### config.mk
export PLATFORM = sky130hd
export DESIGN_NAME = neg_share_arbiter
export DESIGN_NICKNAME = d
export VERILOG_FILES = /design/src/rtl/neg_share_arbiter.sv
export SDC_FILE = /design/constraint.sdc
export NUM_CORES = 1
export LEC_CHECK = 0
export ABC_AREA = 1
export BUFFER_PORTS_ARGS = -buffer_cell sky130_fd_sc_hd__buf_2
export CAP_MARGIN = 10
export CORE_ASPECT_RATIO = 1.2
export CORE_UTILIZATION = 42
export CTS_CLUSTER_SIZE = 16
export DETAILED_ROUTE_END_ITERATION = 8
export GPL_TIMING_DRIVEN = 0
export MAX_ROUTING_LAYER = met4
export PLACE_DENSITY = 0.77
export SLEW_MARGIN = 20
export SYNTH_ARGS = -nofsm -noshare
export SYNTH_HDL_FRONTEND = slang
export SYNTH_SLANG_ARGS = --single-unit
### constraint.sdc
create_clock -name clk -period 2.4 [get_ports clk]
set_input_delay 0.48 -clock clk [delete_from_list [all_inputs] [get_ports clk]]
set_output_delay 0.48 -clock clk [all_outputs]
set_load 0.005 [all_outputs]
### src/rtl/neg_share_arbiter.sv
// neg_share_arbiter: round-robin burst arbiter sharing one registered extend/negate stage between requesters A and B
module neg_share_arbiter #(
  parameter int BW_IN     = 32,
  parameter int BW_OUT    = 32,
  parameter int IN_SIGNED = 0
) (
  input  logic              clk,
  input  logic              rst_n,
  input  logic              neg_en,
  input  logic              a_valid,
  input  logic [BW_IN-1:0]  a_data,
  input  logic              a_last,
  output logic              a_ready,
  input  logic              b_valid,
  input  logic [BW_IN-1:0]  b_data,
  input  logic              b_last,
  output logic              b_ready,
  output logic              out_valid,
  output logic [BW_OUT-1:0] out_data,
  output logic              out_src,
  output logic              out_last,
  input  logic              out_ready,
  output logic              busy
);
  localparam logic [1:0] IDLE  = 2'd0;
  localparam logic [1:0] GNT_A = 2'd1;
  localparam logic [1:0] GNT_B = 2'd2;
  logic [1:0]        state;
  logic              rr_last;
  logic              mode_q;
  logic              can_acc;
  logic              xfer;
  logic              sel_last;
  logic [BW_IN-1:0]  sel_data;
  logic [BW_OUT-1:0] ext;
  assign can_acc  = !out_valid || out_ready;
  assign a_ready  = (state == GNT_A) && can_acc;
  assign b_ready  = (state == GNT_B) && can_acc;
  assign busy     = state != IDLE;
  assign xfer     = (a_valid && a_ready) || (b_valid && b_ready);
  assign sel_data = (state == GNT_B) ? b_data : a_data;
  assign sel_last = (state == GNT_B) ? b_last : a_last;
  generate
    if (BW_IN < BW_OUT) begin : g_ext
      assign ext = {{(BW_OUT-BW_IN){(IN_SIGNED != 0) && sel_data[BW_IN-1]}}, sel_data};
    end else begin : g_trunc
      assign ext = sel_data[BW_OUT-1:0];
    end
  endgenerate
  // rr_last names the requester that most recently finished a burst; ties go to the other one
  always_ff @(posedge clk or negedge rst_n) begin
    if (!rst_n) begin
      state     <= IDLE;
      rr_last   <= 1'b1;
      mode_q    <= 1'b0;
      out_valid <= 1'b0;
      out_data  <= '0;
      out_src   <= 1'b0;
      out_last  <= 1'b0;
    end else begin
      if (state == IDLE) begin
        if (a_valid && (!b_valid || rr_last)) begin
          state  <= GNT_A;
          mode_q <= neg_en;
        end else if (b_valid) begin
          state  <= GNT_B;
          mode_q <= neg_en;
        end
      end else if (xfer && sel_last) begin
        state   <= IDLE;
        rr_last <= state == GNT_B;
      end
      if (xfer) begin
        out_valid <= 1'b1;
        out_data  <= mode_q ? -ext : ext;
        out_src   <= state == GNT_B;
        out_last  <= sel_last;
      end else if (out_ready) begin
        out_valid <= 1'b0;
      end
    end
  end
endmodule

Word-level counts from Yosys, hierarchy flattened
Index checks and enable logic that the tools add are counted.

Add/sub/neg operators: 1. Multipliers: 0. Divide/modulo/power cells: 0. $lt $le $gt $ge: 0. Eq/ne operators: 3. Shifts and indexed selects: 0. Multiplexer cells: 11. Bitwise gates (word level): 1. Reductions and logical operators: 19.

Operator list (count): 32-bit 2-to-1 mux (2); 32-bit negator (1); 2-bit 2-to-1 mux (4); 2-bit nonzero test (4); 1-bit logical AND (6); 2-bit AND reduction (3); 1-bit 2-to-1 mux (5); 1-bit logical OR (3); 3-bit by 2-bit != test with 1-bit output, second input constant (1); 2-bit by 1-bit == test with 1-bit output, second input constant (1); 2-bit == test, second input constant (1); 1-bit logical NOT (2); 2-bit logical NOT (1); 1-bit inverter (1).

Register bits: 39. Latch bits: 0. Memory bits (writable): 0. Memory bits (read-only): 0. Input port bits: 72. Logic and storage cells: 42. Memories kept: 0.

Longest topological paths before layout
Gate-level depths: netlist of run 1.

Word-level depth: 8. Depth in mapped cells: 15.

Least setup slack after synthesis of run 1
Ideal clock, no wire load.

Path type: register -> register. Start: register state[0]. End: register out_data[20]. Setup time: 0.117 ns. Data arrival time: 1.752 ns. Path slack: 0.531 ns. Stages on the path, launching flop included: 14. Clock period less this slack: 1.869 ns. Cells stage by stage: dfrtp_1 inv_2 nand2_2 buf_6 nand2_1 nand2_1 ha_1 or2_2 nand3_1 nor2_1 nand3b_1 nand3_1 nand3_1 nand2_1.

Longest elaborated chain between the ends: 4. Elaborated cells between the ends (all ways): 10. Classes of those cells: 1 x add/sub; 2 x eq/ne; 2 x mux; 5 x reduce/logical.

Ends and longest elaborated chain: start, declared (RTL line 28) `logic [1:0] state;`; start signal, assigned (RTL line 53) `state <= IDLE;`; start signal, assigned (RTL line 63) `state <= GNT_A;`; start signal, assigned (RTL line 66) `state <= GNT_B;`; 2-bit == test / 2-bit by 1-bit == test with 1-bit output (equally long branches) (RTL line 38, 41, 37); 32-bit 2-to-1 mux, or another cell as far along (RTL line 41) `assign sel_data = (state == GNT_B) ? b_data : a_data;`; 32-bit negator / 1-bit logical AND (equally long branches) (RTL line 75, 40); 32-bit 2-to-1 mux / 1-bit logical OR (equally long branches) (RTL line 75, 40); end signal, assigned (RTL line 75) `out_data <= mode_q ? -ext : ext;`; end, declared (RTL line 19) `output logic [BW_OUT-1:0] out_data,`.

Parallel ways exist; a longest one is shown, timed or not. A chain may end at the register's enable or synchronous reset.

Final worst setup path of run 1
Start: register state[1]. End: register out_data[21].

Same word-level chain as after synthesis.

==> results.sh, run 1 <==
export IMPL_outcome="finished, violations left"
export IMPL_violations="DRC"
export IMPL_cts_clk_slew_worst_paths_ns=0.08
export IMPL_clkLatencyLatePin_ns=0.29
export IMPL_place_detailed_hpwl_um=9190
export IMPL_pin_count=110
export IMPL_core_area_mm2=0.00779
export IMPL_die_y_um=101
export IMPL_via_per_inst=5.04
export IMPL_grt_pass1_vias=3756
export IMPL_ys_seq_area_frac=0.287
export IMPL_syn_num_nets=681
export IMPL_antenna_found_initial=0
export IMPL_period_share=0.914
export IMPL_final_max_slew_violation_count=0
export IMPL_track_usage=0.283
export IMPL_drt_pass1_iterations=7
export IMPL_end_kind="flip-flop"
export IMPL_clock_root_buffer="clkbuf_8"
export IMPL_hold_viol=0
export IMPL_rows=35
export IMPL_fill_cells=845
export IMPL_num_antenna_cells=0
export IMPL_drc_errors=16
export IMPL_syn_avg_cell_area_um2=5.61
export IMPL_ant_nets=0
export IMPL_routed_wl_um=11200
export IMPL_synth_area_leader_cell="nand2_1"
export IMPL_ctsResizeCount=0
export IMPL_clk_path_buf_depth=2
export IMPL_area_growth_pct=22.8
export IMPL_rr_worst_depth=11
export IMPL_syn_area_mm2=0.00341
export IMPL_ir_drop_mv=0.745
export IMPL_htree_levels=2
export IMPL_crit_type="flip-flop to flip-flop"
export IMPL_synth_area_top_cells="nand2_1, dfrtp_1, nand3_1"
export IMPL_clock_skew_ns=0.00633
export IMPL_vias=4115
export IMPL_preCtsSetupSlack_ns=0.287
export IMPL_busiest_layer="met2"
export IMPL_grt_max_degree=40
export IMPL_p_per_area_mw_per_mm2=1250
export IMPL_drv_cap=0
export IMPL_worst_setup_path_start_kind="flip-flop"
export IMPL_port_buffers=109
export IMPL_post_cts_buffers=0
export IMPL_wire_per_inst_um=13.7
export IMPL_fin_setup_tns_ns=0
export IMPL_routabilityCongestion=0.947
export IMPL_grt_pass1_wl_um=18200
export IMPL_synth_top_area_frac=0.313
export IMPL_ff_latch_area_um2=977
export IMPL_hold_path_class="primary input to asynchronous set/reset pin"
export IMPL_syn_instance_count=608
export IMPL_postCtsHoldBufs=0
export IMPL_p_leak_nw=2.51
export IMPL_cp_required_ns=2.58
export IMPL_tightest_slew_ns=0.834
export IMPL_setup_ws_ns=0.207
export IMPL_grt_util_met3=0.0213
export IMPL_drive_gt1_frac=0.208
export IMPL_cp_data_arrival_time_ns=2.38
export IMPL_fin_hold_ws_ns=0.281
export IMPL_ys_warn_count=0
export IMPL_dieArea_mm2=0.00849
export IMPL_setup_violations=0
export IMPL_synth_seq_cells=39
export IMPL_grt_use_met2=0.465
export IMPL_crit_fanout=10
export IMPL_cts_sinks=39
export IMPL_ys_types=29
export IMPL_fp_dieW_um=84.3
export IMPL_fmax_mhz=456
export IMPL_grtUsageMet1=0.367
export IMPL_drt_initial_drc_count=296
export IMPL_nets=797
export IMPL_cts_tree="yes"
export IMPL_cts_inserted_buffers=5
export IMPL_rsz0062_at_grt="false"
export IMPL_period_needed_ns=2.19
export IMPL_relSlewSlack=0.444
export IMPL_start_util=0.438
export IMPL_overflow=0
export IMPL_multi_input_comb_area_mm2=0.00206
## registers in the layout, summed over array words and instances (netlist names)
name       flops
out_data      32
out_src        1
mode_q         1
rr_last        1
out_valid      1
state          2
out_last       1
## metal layers
metal	up-vias	share of wire
met5	-	0
met2	163	0.46
met4	0	0.022
met1	1830	0.45
li1	2102	-
met3	20	0.064
## path summary, 6_finish.rpt
path	start	end	slack [ns]
max	state[1]	out_data[21]	0.21
min	rst_n	out_data[7]	0.28
max reg2reg	state[1]	out_data[21]	0.21
min reg2reg	out_data[17]	out_data[17]	0.48
max in group asynchronous	rst_n	out_data[29]	1.59
min in group clk	out_ready	out_valid	0.39
## area by class of cell
type / instances / area share
multi-input combinational: 483 / 0.491
sequential: 39 / 0.233
timing repair buffer: 109 / 0.130
inverter: 62 / 0.0556
buffer: 24 / 0.0341
tap: 92 / 0.0275
clock buffer: 6 / 0.0197
clock inverter: 2 / 0.00836
## per-stage QoR
stage | power, mW | cells | area, um2 | util
after CTS | 5.23 | 817 | 4190 | 0.537
final | 5.25 | 817 | 4190 | 0.537
after global placement | 4.57 | 809 | 4070 | 0.522
after global routing | 5.76 | 817 | 4190 | 0.537
after floorplan | 3.47 | 608 | 3410 | -
after detailed placement | 4.65 | 809 | 4070 | 0.522
## cells in the mapped netlist
master    count
o211ai_1      1
nor2_1       68
nand3_2       1
nor2_2        2
mux2i_1       1
nand3b_1      3
buf_6         3
xor2_1        8
o21ai_0      11
dfrtp_1      38
buf_4         4
dfstp_2       1
inv_2         2
o22ai_1       1
buf_2        12
nor3_1        1
inv_1        60
o21ai_2       1
a21oi_1       3
nand2_1     284
xnor2_1       1
nand4_1       2
buf_1         1
clkbuf_1      4
ha_1          1
nand2_2       6
or2_2         2
nand3_1      72
o21ai_1      14
## worst max-delay path: stages, from the launching register on
cell and delay, ns:
dfrtp_1 0.34, buf_4 0.18, clkbuf_1 0.50, nand3b_1 0.14, nand2_1 0.11, nand2_1 0.07, nor2_1 0.16, nand2_1 0.08
nand2_1 0.21, nand3_1 0.11, nand3_1 0.13, nand2_1 0.06
## kinds of logic (layout without fill, tap and decap cells)
kind of cell               Yosys count  after routing  synth area share
AOI/OAI and AO/OA                   31             31            0.0477
xor gates and xnor gates             9              9            0.0231
adders and majority gates            1              1           0.00367
buffers and inverters               86            203             0.110
DFF                                 39             39             0.287
muxes                                1              1           0.00293
and+or+nand+nor                    441            441             0.526
## report_power, final
group | leakage (nW) | internal, mW | switching, mW
clock | 0.0612 | 0.336 | 0.233
sequential | 0.473 | 0.992 | 0.176
combinational | 1.98 | 1.18 | 2.33
## cell usage in the layout (no fill, tap or decap), drive strengths merged
cell,instances
nand2,290
buf,129
nand3,73
nor2,70
inv,62
dfrtp,38
o21ai,26
clkbuf,10
xor2,8
nand3b,3
a21oi,3
or2,2
nand4,2
nor3,1
mux2i,1
o211ai,1
xnor2,1
o22ai,1
ha,1
clkinv,1
bufinv,1
dfstp,1
No activity file was read; power rests on OpenSTA's default activity.
==> inputs of run 2 (changes only) <==
--- a/config.mk
+++ b/config.mk
@@ -5,7 +5,7 @@
 export SDC_FILE = /design/constraint.sdc
 export NUM_CORES = 1
 export LEC_CHECK = 0
-export ABC_AREA = 1
+export ABC_AREA = 0
 export BUFFER_PORTS_ARGS = -buffer_cell sky130_fd_sc_hd__buf_2
 export CAP_MARGIN = 10
 export CORE_ASPECT_RATIO = 1.2
@@ -14,7 +14,7 @@
 export DETAILED_ROUTE_END_ITERATION = 8
 export GPL_TIMING_DRIVEN = 0
 export MAX_ROUTING_LAYER = met4
-export PLACE_DENSITY = 0.77
+export PLACE_DENSITY = 0.78
 export SLEW_MARGIN = 20
 export SYNTH_ARGS = -nofsm -noshare
 export SYNTH_HDL_FRONTEND = slang
==> run 2 against run 1 <==
Net effect:
- the run ends with setup timing left
- non-clock buffer count grew 7
- critical path type unchanged
- sequential cell count is the same
- count of clock-buffer cells in the layout is 1 lower
- die area shrank 6.8%
- clock power is 18% higher
- critical endpoint is now out_data[31]
- routed wire length down 13%
- global-route usage down 2.6 points
- sequential share of layout area shrank 0.32 points
- total power decreased by 9.5%
==> results.sh, run 2 <==
export IMPL_hold_path_class="primary input to asynchronous set/reset pin"
export IMPL_outcome="finished, violations left"
export IMPL_drive_gt1_frac=0.378
export IMPL_grt_pass1_wl_um=15400
export IMPL_routed_wl_um=9810
export IMPL_place_area_mm2=0.00384
export IMPL_setup_ws_ns=-0.0105
export IMPL_pin_count=110
export IMPL_stdcell_area_mm2=0.00425
export IMPL_period_needed_ns=2.41
export IMPL_drc_errors=0
export IMPL_largest_reg_flops=32
export IMPL_synth_simple_gate_area_frac=0.214
export IMPL_crit_type="flip-flop to flip-flop"
export IMPL_ys_warn_count=0
export IMPL_end_kind="flip-flop"
export IMPL_largestRegisters="out_data x32, state x2"
export IMPL_critical_path_top_delay_family="simple AND/OR/NAND/NOR gates"
export IMPL_instances_no_fill=585
export IMPL_syn_num_nets=440
export IMPL_dieArea_mm2=0.00791
export IMPL_die_y_um=97.2
export IMPL_drt_pass1_iterations=4
export IMPL_synthXorXnorAreaFrac=0.0773
export IMPL_synth_area_leader_cell="dfrtp_1"
export IMPL_crit_chain="nor2b_4 > buf_6 > buf_12 > or3_4 > a2111oi_4 > o211ai_1 > or4_1 > nand3_1"
export IMPL_relSlewSlack=0.402
export IMPL_final_common_cell="buf_2"
export IMPL_violations="setup timing"
export IMPL_cp_slowest_cell="a2111oi_4"
export IMPL_synth_most_common_cell="nor2_1"
export IMPL_cts_inserted_buffers=5
export IMPL_clkLatencyLatePin_ns=0.30
export IMPL_drv_cap=0
export IMPL_area_growth_pct=33.8
export IMPL_final_cell_mix="buf_2, nor2_1, mux2i_1, nand2_1, dfrtp_1"
export IMPL_overflow=0
export IMPL_drt_met1_wl_um=4130
export IMPL_synthMuxAreaShare=0.185
export IMPL_vias=3310
export IMPL_routabilityCongestion=0.896
export IMPL_htree_levels=2
export IMPL_synth_area_top_cells="dfrtp_1, mux2i_1, nor2_1"
export IMPL_cp_data_arrival_time_ns=2.66
export IMPL_setup_violations=1
export IMPL_wire_per_inst_um=16.8
export IMPL_syn_area_mm2=0.00317
export IMPL_fmax_mhz=415
export IMPL_routed_wl_met2_um=4820
export IMPL_track_usage=0.256
export IMPL_dp_cells=566
export IMPL_final_max_slew_violation_count=0
export IMPL_synth_flop_cell="dfrtp_1"
export IMPL_clock_skew_ns=0.0108
export IMPL_rrSetupSlack_ns=-0.01
export IMPL_place_detailed_hpwl_um=7350
export IMPL_synth_edf_count=0
export IMPL_ir_drop_mv=0.565
export IMPL_ys_types=52
export IMPL_rsz0062_at_grt="true"
export IMPL_ys_seq_area_frac=0.308
export IMPL_drt_initial_drc_count=204
export IMPL_cp_required_ns=2.65
export IMPL_via_per_inst=5.66
export IMPL_synth_top_area_frac=0.300
export IMPL_synth_compound_area_share=0.164
export IMPL_postCtsHoldBufs=0
export IMPL_clk_path_buf_depth=2
export IMPL_synthArstFlopShare=1.00
export IMPL_wl_met3_um=518
export IMPL_worst_path_stages=8
export IMPL_period_share=1.00
export IMPL_multi_input_comb_area_mm2=0.00220
export IMPL_ff_latch_area_um2=977
export IMPL_yosys_top_cells_count="nor2_1, mux2i_1, nand2_1, dfrtp_1, o21ai_0"
export IMPL_rows=34
export IMPL_worst_setup_path_start_kind="flip-flop"
export IMPL_fp_dieW_um=81.3
export IMPL_tightest_slew_ns=0.897
export IMPL_path_buf_inv=2
export IMPL_cp_slowest_stage_delay_ns=0.47
export IMPL_syn_instance_count=367
export IMPL_fill_cells=653
export IMPL_rr_worst_depth=8
export IMPL_synth_fa_ha_area_frac=0.00394
export IMPL_ant_nets=0
export IMPL_crit_fanout=5
export IMPL_core_area_mm2=0.00727
export IMPL_clock_root_buffer="clkbuf_8"
export IMPL_start_util=0.436
export IMPL_largest_register="out_data"
export IMPL_num_antenna_cells=0
export IMPL_port_buffers=109
export IMPL_nets=567
export IMPL_hold_viol=0
export IMPL_top_layer="met4"
export IMPL_cts_sinks=39
export IMPL_p_leak_nw=1.93
export IMPL_cts_tree="yes"
export IMPL_cts_clk_slew_worst_paths_ns=0.08
export IMPL_p_per_area_mw_per_mm2=1120
export IMPL_grt_max_degree=40
export IMPL_antenna_found_initial=0
export IMPL_synth_top_family_by_area="simple AND/OR/NAND/NOR gates"
export IMPL_grt_pass1_vias=3287
export IMPL_synth_seq_cells=39
export IMPL_syn_avg_cell_area_um2=8.65
-- run 2: cell count changes in the layout (fill, tap and decap cells not counted), moves of 9 or more --
cell and delta:
nand2_1 -243, buf_4 +9, nor2_1 -14, xnor2_1 +10
o21ai_0 +15, inv_1 -57, mux2i_1 +42, nand3_1 -68
or3_1 +9, buf_2 -9, xor2_1 +9
-- run 2: worst reg2reg max path: cells and delay by family, from the launching register on --
family,cells,cell delay [ns]
AOI/OAI and AO/OA,2,0.66
DFF,1,0.44
buffers and inverters,2,0.26
and+or+nand+nor,4,1.01
-- run 2: layer usage --
layer / vias up / track usage
li1: 1564 / -
met1: 1579 / 0.305
met2: 127 / 0.418
met3: 40 / 0.0366
met4: 0 / 0.120
met5: - / -
-- run 2: kinds of logic (layout without fill, tap and decap cells) --
| logic type | Yosys count | count (layout) |
|---|---|---|
| multiplexers | 57 | 57 |
| AND/OR/NAND/NOR | 144 | 144 |
| AO/OA/AOI/OAI | 73 | 73 |
| adder cells (fa/ha/maj) | 1 | 1 |
| XOR/XNOR | 28 | 28 |
| buffers and inverters | 25 | 153 |
| flip-flops | 39 | 39 |
-- run 2: metrics by stage --
stage | hold WS [ns] | setup slack, ns | total power [mW] | setup TNS (ns) | utilization
4_1_cts | 0.326 | -0.00506 | 4.70 | -0.00506 | 0.574
3_5_place_dp | 0.465 | -0.655 | 3.80 | -6.94 | 0.528
5_1_grt | 0.375 | -0.0975 | 5.09 | -0.237 | 0.584
6_report | 0.298 | -0.0105 | 4.75 | -0.0105 | 0.584
3_3_place_gp | 0.458 | -0.709 | 3.76 | -7.02 | 0.528
2_1_floorplan | 0.184 | 0.00231 | 2.96 | 0 | -
-- run 2: what timing repair did --
item | in CTS | in global routing
cloned | 0 | 0
setup endpoints to repair | 26 | 22
resized for setup | 21 | 20
setup buffers | 12 | 1
pin swaps | 4 | 7
-- run 2: area by class of cell --
type	instances	share of cell area
Buffer	18	0.0333
Clock buffer	5	0.0162
Clock inverter	3	0.0159
Inverter	5	0.00442
Multi-Input combinational cell	303	0.518
Sequential cell	39	0.230
Tap cell	90	0.0265
Timing Repair Buffer	122	0.155
-- run 2: path summary, 6_finish.rpt --
| kind | startpoint | end |
|---|---|---|
| setup / recovery | state[1] | out_data[31] |
| hold / removal | rst_n | out_data[23] |
| setup reg to reg | state[1] | out_data[31] |
| hold reg to reg | out_data[27] | out_data[27] |
| max in group asynchronous | rst_n | out_data[27] |
| min in group clk | neg_en | mode_q |
-- run 2: power by group --
part,switching (mW),internal [mW],leakage [nW],total [mW]
combinational,1.59,1.34,1.39,2.93
sequential,0.163,0.987,0.479,1.15
clock,0.257,0.415,0.0644,0.672
==> inputs of run 3 (changes only) <==
--- a/config.mk
+++ b/config.mk
@@ -15,6 +15,7 @@
 export GPL_TIMING_DRIVEN = 0
 export MAX_ROUTING_LAYER = met4
 export PLACE_DENSITY = 0.78
+export SKIP_LAST_GASP = 1
 export SLEW_MARGIN = 20
 export SYNTH_ARGS = -nofsm -noshare
 export SYNTH_HDL_FRONTEND = slang
==> run 3 against run 2 <==
Net effect:
- the flow still finishes with violations (setup timing)
- global-route usage did not move
- total power is essentially flat
- combinational power about the same
- core utilization stayed put
- critical path type unchanged
- largest power group unchanged
==> results.sh, run 3 (synthesized netlist as in run 2, its figures left out) <==
export IMPL_final_core_util=0.584
export IMPL_routed_wl_um=9790
export IMPL_drv_cap=0
export IMPL_start_util=0.436
export IMPL_final_max_slew_violation_count=0
export IMPL_grt_pass1_vias=3287
export IMPL_clkLatencyLatePin_ns=0.30
export IMPL_largest_register="out_data"
export IMPL_rrSetupSlack_ns=-0.004
export IMPL_rr_worst_depth=8
export IMPL_critical_path_top_delay_family="simple AND/OR/NAND/NOR gates"
export IMPL_fmax_mhz=416
export IMPL_crit_type="flip-flop to flip-flop"
export IMPL_wire_per_inst_um=16.7
export IMPL_dieArea_mm2=0.00791
export IMPL_cts_tree="yes"
export IMPL_crit_chain="nor2b_4 > buf_6 > buf_12 > or3_4 > a2111oi_4 > o211ai_1 > or4_1 > nand3_1"
export IMPL_p_leak_nw=1.93
export IMPL_port_buffers=109
export IMPL_ir_drop_mv=0.563
export IMPL_instances_no_fill=585
export IMPL_overflow=0
export IMPL_num_antenna_cells=0
export IMPL_p_per_area_mw_per_mm2=1120
export IMPL_cp_slowest_cell="a2111oi_4"
export IMPL_track_usage=0.256
export IMPL_worst_setup_path_start_kind="flip-flop"
export IMPL_setup_violations=1
export IMPL_tightest_slew_ns=0.896
export IMPL_vias=3286
export IMPL_period_needed_ns=2.40
export IMPL_timing_rr_start="state[1]"
export IMPL_cts_sinks=39
export IMPL_drc_errors=0
export IMPL_clk_path_buf_depth=2
export IMPL_rows=34
export IMPL_hold_path_class="primary input to asynchronous set/reset pin"
export IMPL_via_per_inst=5.62
export IMPL_cts_clk_slew_worst_paths_ns=0.09
export IMPL_drt_pass1_iterations=4
export IMPL_setup_ws_ns=-0.00396
export IMPL_routabilityCongestion=0.896
export IMPL_violations="setup timing"
export IMPL_final_cell_mix="buf_2, nor2_1, mux2i_1, nand2_1, dfrtp_1"
export IMPL_relSlewSlack=0.403
export IMPL_preCtsSetupSlack_ns=-0.655
export IMPL_r2r_end="out_data[31]"
export IMPL_outcome="finished, violations left"
export IMPL_grt_pass1_wl_um=15400
export IMPL_hold_viol=0
export IMPL_largestRegisters="out_data x32, state x2"
export IMPL_place_detailed_hpwl_um=7350
export IMPL_antenna_found_initial=0
export IMPL_pin_count=110
export IMPL_fill_cells=653
export IMPL_fp_dieW_um=81.3
export IMPL_place_area_mm2=0.00384
export IMPL_drt_initial_drc_count=206
export IMPL_stdcell_area_mm2=0.00425
export IMPL_end_kind="flip-flop"
export IMPL_core_area_mm2=0.00727
export IMPL_dp_cells=566
export IMPL_htree_levels=2
export IMPL_ff_latch_area_um2=977
export IMPL_crit_fanout=5
export IMPL_cp_data_arrival_time_ns=2.65
export IMPL_drive_gt1_frac=0.376
export IMPL_finalPower_mw=4.75
export IMPL_area_growth_pct=33.8
export IMPL_period_share=1.00
export IMPL_rsz0062_at_grt="true"
export IMPL_path_buf_inv=2
export IMPL_cp_slowest_stage_delay_ns=0.46
export IMPL_die_y_um=97.2
export IMPL_fin_setup_tns_ns=-0.00396
export IMPL_largest_reg_flops=32
export IMPL_final_common_cell="buf_2"
export IMPL_grt_max_degree=40
export IMPL_ant_nets=0
export IMPL_clock_root_buffer="clkbuf_8"
export IMPL_nets=567
export IMPL_multi_input_comb_area_mm2=0.00220
export IMPL_clock_skew_ns=0.0115
export IMPL_fin_hold_ws_ns=0.297
export IMPL_cts_inserted_buffers=5
export IMPL_cp_required_ns=2.65
run 3: cell counts in the layout (fill, tap and decap cells not counted):
Identical to the previous run, type by type.
run 3: layer usage:
metal	track usage	share of wire
met5	-	0
met4	0.120	0.027
met3	0.0366	0.058
met2	0.418	0.50
met1	0.305	0.41
run 3: power breakdown:
| part | total, mW | internal, mW | leakage, nW | switching (mW) |
|---|---|---|---|---|
| clock | 0.673 | 0.415 | 0.0644 | 0.259 |
| combinational | 2.93 | 1.34 | 1.39 | 1.59 |
| sequential | 1.15 | 0.987 | 0.479 | 0.162 |
run 3: worst max path at each step:
stage                         from            to  slack, ns  cells past startpoint
final                     state[1]  out_data[31]     -0.004                      8
after global placement    state[0]  out_data[30]      -0.71                     12
after detailed placement  state[0]  out_data[30]      -0.65                     12
after global routing      state[1]  out_data[31]       -0.1                      8
after CTS                 state[0]  out_data[31]     -0.005                      9
after floorplan           state[0]  out_data[30]      0.002                     12
run 3: timing repair:
| item | in CTS | in global routing |
|---|---|---|
| setup endpoints to repair | 26 | 22 |
| buffers inserted | 12 | 1 |
| pin swaps | 4 | 7 |
| gates resized for setup | 21 | 19 |
| hold buffers | 0 | 0 |
run 3: layout make-up:
cell class	instances	share of cell area
plain buffers	18	0.0333
repair buffers	122	0.155
multi-input cells	303	0.518
flip-flops and latches	39	0.230
clock buffers	5	0.0162
clock inverters	3	0.0159
inverters	5	0.00442
well taps	90	0.0265
